===== src/rtl/serializador.sv =====
// serializador: accepts parallel words on a valid/ready handshake and shifts them out MSB-first with a write strobe.
// Optional build macro PARITY_EN appends an even-parity bit after bit 0 of every word.
module serializador #(
   parameter int WIDTH      = 8,
   parameter int GAP_CYCLES = 1
) (
   input  logic             clk_100KHz,
   input  logic             reset,
   input  logic [WIDTH-1:0] data_in,
   input  logic             valid_in,
   output logic             ready_out,
   input  logic             stall_in,
   output logic             data_out,
   output logic             write_out,
   output logic             busy_out,
   output logic [7:0]       words_sent
);

`ifdef PARITY_EN
   localparam int LAST_IDX = WIDTH;
`else
   localparam int LAST_IDX = WIDTH - 1;
`endif
   localparam int CNT_W    = $clog2(WIDTH + 2);
   localparam int GAP_W    = (GAP_CYCLES > 1) ? $clog2(GAP_CYCLES) : 1;
   localparam int GAP_LAST = (GAP_CYCLES > 0) ? GAP_CYCLES - 1 : 0;

   typedef enum logic [1:0] {IDLE = 2'd0, SHIFT = 2'd1, GAP = 2'd2} state_t;

   state_t           state_q;
   logic [WIDTH-1:0] hold_q;
   logic             hold_vld_q;
   logic             hold_vld_d;
   logic [WIDTH-2:0] shift_q;
   logic [CNT_W-1:0] bitcnt_q;
   logic [GAP_W-1:0] gapcnt_q;
   logic             data_out_q;
   logic             write_q;
   logic [7:0]       words_q;
   logic             accept;
   logic             word_done;
   logic             gap_done;
   logic             launch;
   logic             next_bit;
`ifdef PARITY_EN
   logic             par_q;
`endif

   assign ready_out  = !hold_vld_q;
   assign busy_out   = (state_q != IDLE) || hold_vld_q;
   assign data_out   = data_out_q;
   assign write_out  = write_q;
   assign words_sent = words_q;

   assign accept    = valid_in && ready_out;
   assign word_done = (state_q == SHIFT) && (bitcnt_q == CNT_W'(LAST_IDX));
   assign gap_done  = (state_q == GAP) && (gapcnt_q == GAP_W'(GAP_LAST));
   // A word may start from IDLE, on the final gap cycle, or right after the last bit when there is no gap.
   assign launch    = hold_vld_q && !stall_in &&
                      ((state_q == IDLE) || gap_done || (word_done && (GAP_CYCLES == 0)));
   assign hold_vld_d = accept ? 1'b1 : (launch ? 1'b0 : hold_vld_q);

`ifdef PARITY_EN
   assign next_bit = (bitcnt_q == CNT_W'(WIDTH - 1)) ? par_q : shift_q[WIDTH-2];
`else
   assign next_bit = shift_q[WIDTH-2];
`endif

   always_ff @(posedge clk_100KHz or negedge reset) begin
      if (!reset) begin
         state_q    <= IDLE;
         hold_q     <= '0;
         hold_vld_q <= 1'b0;
         shift_q    <= '0;
         bitcnt_q   <= '0;
         gapcnt_q   <= '0;
         data_out_q <= 1'b0;
         write_q    <= 1'b0;
         words_q    <= '0;
`ifdef PARITY_EN
         par_q      <= 1'b0;
`endif
      end else begin
         if (accept) begin
            hold_q <= data_in;
         end
         hold_vld_q <= hold_vld_d;
         if (word_done) begin
            words_q <= words_q + 8'd1;
         end
         if (launch) begin
            // MSB goes straight to the output; the shifter keeps only the bits still to come.
            shift_q    <= hold_q[WIDTH-2:0];
            data_out_q <= hold_q[WIDTH-1];
            write_q    <= 1'b1;
            bitcnt_q   <= '0;
            state_q    <= SHIFT;
`ifdef PARITY_EN
            par_q      <= ^hold_q;
`endif
         end else begin
            case (state_q)
               IDLE: begin
                  write_q <= 1'b0;
               end
               SHIFT: begin
                  if (word_done) begin
                     write_q  <= 1'b0;
                     gapcnt_q <= '0;
                     state_q  <= (GAP_CYCLES > 0) ? GAP : IDLE;
                  end else begin
                     data_out_q <= next_bit;
                     shift_q    <= shift_q << 1;
                     bitcnt_q   <= bitcnt_q + CNT_W'(1);
                  end
               end
               GAP: begin
                  write_q <= 1'b0;
                  if (gap_done) begin
                     state_q <= IDLE;
                  end else begin
                     gapcnt_q <= gapcnt_q + GAP_W'(1);
                  end
               end
               default: begin
                  write_q <= 1'b0;
                  state_q <= IDLE;
               end
            endcase
         end
      end
   end

endmodule


===== config.mk =====
export PLATFORM = sky130hd
export DESIGN_NAME = serializador
export DESIGN_NICKNAME = d
export VERILOG_FILES = /design/src/rtl/serializador.sv
export SDC_FILE = /design/constraint.sdc
export NUM_CORES = 1
export LEC_CHECK = 0
export CORE_AREA = 2 2 54 76
export CTS_BUF_LIST = sky130_fd_sc_hd__clkbuf_4
export CTS_CLUSTER_DIAMETER = 120
export DETAILED_ROUTE_END_ITERATION = 12
export DIE_AREA = 0 0 56 78
export PLACE_DENSITY = 0.66
export RECOVER_POWER = 100
export REMOVE_ABC_BUFFERS = 1
export SLEW_MARGIN = 20
export SYNTH_ARGS = -nofsm -noshare
export SYNTH_HDL_FRONTEND = slang
export SYNTH_SLANG_ARGS = --single-unit

===== constraint.sdc =====
create_clock -name clk_100KHz -period 1.82 [get_ports clk_100KHz]
set_clock_uncertainty 0.05 [all_clocks]
set_input_delay 0.546 -clock clk_100KHz [delete_from_list [all_inputs] [get_ports clk_100KHz]]
set_output_delay 0.546 -clock clk_100KHz [all_outputs]
set_load 0.02 [all_outputs]

==> reports/qor.txt <==
Critical-path top delay cell - dfrtp_1
Pleak - 0.987 nW
Actual slew at the worst max-slew pin - 0.822 ns
Hold Crit Class - register to register
Post-synth top flop - dfrtp_1
Gr usage total - 0.170
First-pass GRT wire length - 5.84 mm
Power per cell area - 1330 mW/mm²
Post-route antenna net violation count - 0
CTS sink count - 33
CTS tree - yes
Total Die Area - 0.00437 mm²
CTS buffer count - 5
Vias - 1,279
Synth top area share - 0.513
Share of cells above drive strength 1 - 0.223
Synth cell types - 33
Drc violations - 0
Mean Syn Cell Area - 10.9 µm²
Seq cells post-synth - 33
Critical-path cell list - inv_2, ha_4, nand2_1, buf_4
Worst slew margin - 0.452
Post-DP HPWL - 2.50 mm
Worst Path Arrival - 1.15 ns
Final GP Congestion - 0.764
Buffers added on ports - 23
Critical path type - register to primary output
Number of core rows - 26
FFs w/ async S/R, synth - 1.00
Status - finished, final reports clean
EDFF count, synth - 0
Fin Setup TNS - 0 ns
Tcrit/Tclk final - 0.962
Maximum vdd drop - 776 µV
Initial DRT Pass Iterations - 6
Crit path max fanout - 2
Required time of the worst setup path - 1.22 ns
Core Region - 0.00364 mm²
Synth Warn # - 0
Synth area leader - dfrtp_1
Final core utilization - 0.554
Slack of the worst reg-to-reg path - 0.14 ns
# nets final - 204
Vias in the first global route - 1,304
Final min period - 1.75 ns
Final Hold Fails - 0
Setup crit start kind - register
Place WS - -0.103 ns
Initial antenna violation count - 0
Chip Height - 78 µm
Final setup fails - 0
Reg clk slew, reported paths - 0.10 ns
Commonest non-fill, non-tap cell in the layout - dfrtp_1
CTS Buffer Depth - 2
Hold_buf cts - 0
IO Pins - 24
Max-slew violation count - 0
Post-Synthesis Cells - 148
Mapped Area - 0.00161 mm²
Crit path buf inv count - 2
Avg Vias per Cell - 5.56
Die width - 56 µm
Max-cap violations - 0
Fmax - 571 MHz
DRT Wirelength - 3.33 mm
Tot Pwr - 2.68 mW
Largest net degree at the start of global routing - 34
RSZ-0062 raised after global routing - no
Starting Density - 0.442
Area contributors post-synth - dfrtp_1 51%, mux2_2 5.6%, ha_1 3.9%
Iter 0 DRT Violations - 31
Clk_lat worst skew - 0.33 ns
Layout area overhead - 25.5%
H-tree Lvls - 2
Setup ws final - 0.0690 ns
N_diodes - 0
Sequential cell area fraction in the yosys report - 0.513
Worst path max stage delay - 0.41 ns
Root Buffer - clkbuf_4
Crit path max-delay family - flip-flops
Most frequent cells in the layout - 33 x dfrtp_1, 15 x buf_4, 12 x nand3_1
Drt wl/cell - 14.5 µm
Total gr overflow - 0
Hold slack - 0.419 ns
Setup crit end kind - primary output
-- registers in the layout, indices dropped and copies added (netlist names) --
name / flops
bitcnt_q: 4
data_out: 1
gapcnt_q: 1
hold_q: 8
hold_vld_q: 1
shift_q: 7
state_q: 2
words_sent: 8
write_out: 1
-- where the power goes --
| group | internal, mW | switching (mW) |
|---|---|---|
| registers | 0.989 | 0.159 |
| clock network | 0.162 | 0.244 |
| logic | 0.530 | 0.593 |
-- worst reg2reg max path, stage by stage (launching register included) --
cell and delay, ns:
dfrtp_1 0.41, inv_2 0.09, buf_4 0.12, ha_2 0.26, nand4b_4 0.21, nor4_4 0.32, xor2_1 0.16
-- routing by layer --
metal | global-route usage | up-vias | part of all wire
li1 | - | 608 | -
met1 | 0.175 | 624 | 0.38
met2 | 0.309 | 41 | 0.55
met3 | 0.0567 | 6 | 0.054
met5 | 0 | - | 0
met4 | 0.0667 | 0 | 0.018
-- what timing repair did --
| action | in CTS | in global routing |
|---|---|---|
| endpoints found under the setup margin | 12 | 6 |
| resized for setup | 15 | 7 |
| setup buffers | 0 | 1 |
-- cells in the mapped netlist, types with 4 or more instances --
cell type	count
mux2_2	8
a31oi_1	8
nand3_1	12
a21oi_1	5
ha_1	5
nor2_1	6
a211oi_1	8
dfrtp_1	33
nand2_1	6
o21ai_1	4
inv_1	7
xor2_1	6
o21ai_0	9
-- through the flow --
| stage | cell area, µm² | cells |
|---|---|---|
| 3_3_place_gp | 1980 | 221 |
| 5_1_grt | 2020 | 230 |
| 4_1_cts | 2020 | 229 |
| 3_5_place_dp | 1980 | 221 |
| 2_1_floorplan | 1560 | 139 |
| 6_report | 2020 | 230 |
-- cell type report --
cell class                      instances  area, µm²
Fill cell                             328       1620
Timing Repair Buffer                   41        340
Clock buffer                            6       45.0
Sequential cell                        33        826
Tap cell                               42       52.6
Multi-Input combinational cell         98        716
Clock inverter                          2       10.0
Inverter                                8       30.0
-- cells by family after synthesis --
| kind of cell | Yosys count | synth area share |
|---|---|---|
| AO/OA/AOI/OAI | 38 | 0.149 |
| XOR/XNOR | 7 | 0.0381 |
| adder cells (fa/ha/maj) | 5 | 0.0389 |
| buffers and inverters | 17 | 0.0513 |
| flip-flops | 33 | 0.513 |
| multiplexers | 9 | 0.0622 |
| AND/OR/NAND/NOR | 39 | 0.148 |
-- final timing paths --
check / startpoint / cells past startpoint / end
min in group asynchronous: reset / 2 / words_sent[2]$_DFFE_PN0P_
worst max-delay path: state_q[1]$_DFFE_PN0P_ / 4 / busy_out
worst min-delay path: words_sent[7]$_DFFE_PN0P_ / 1 / words_sent[7]$_DFFE_PN0P_
worst max register to register: state_q[1]$_DFFE_PN0P_ / 6 / words_sent[7]$_DFFE_PN0P_
max in group asynchronous: reset / 2 / hold_vld_q$_DFFE_PN0P_
worst min register to register: words_sent[7]$_DFFE_PN0P_ / 1 / words_sent[7]$_DFFE_PN0P_
Power figures use the tool's default switching activity.
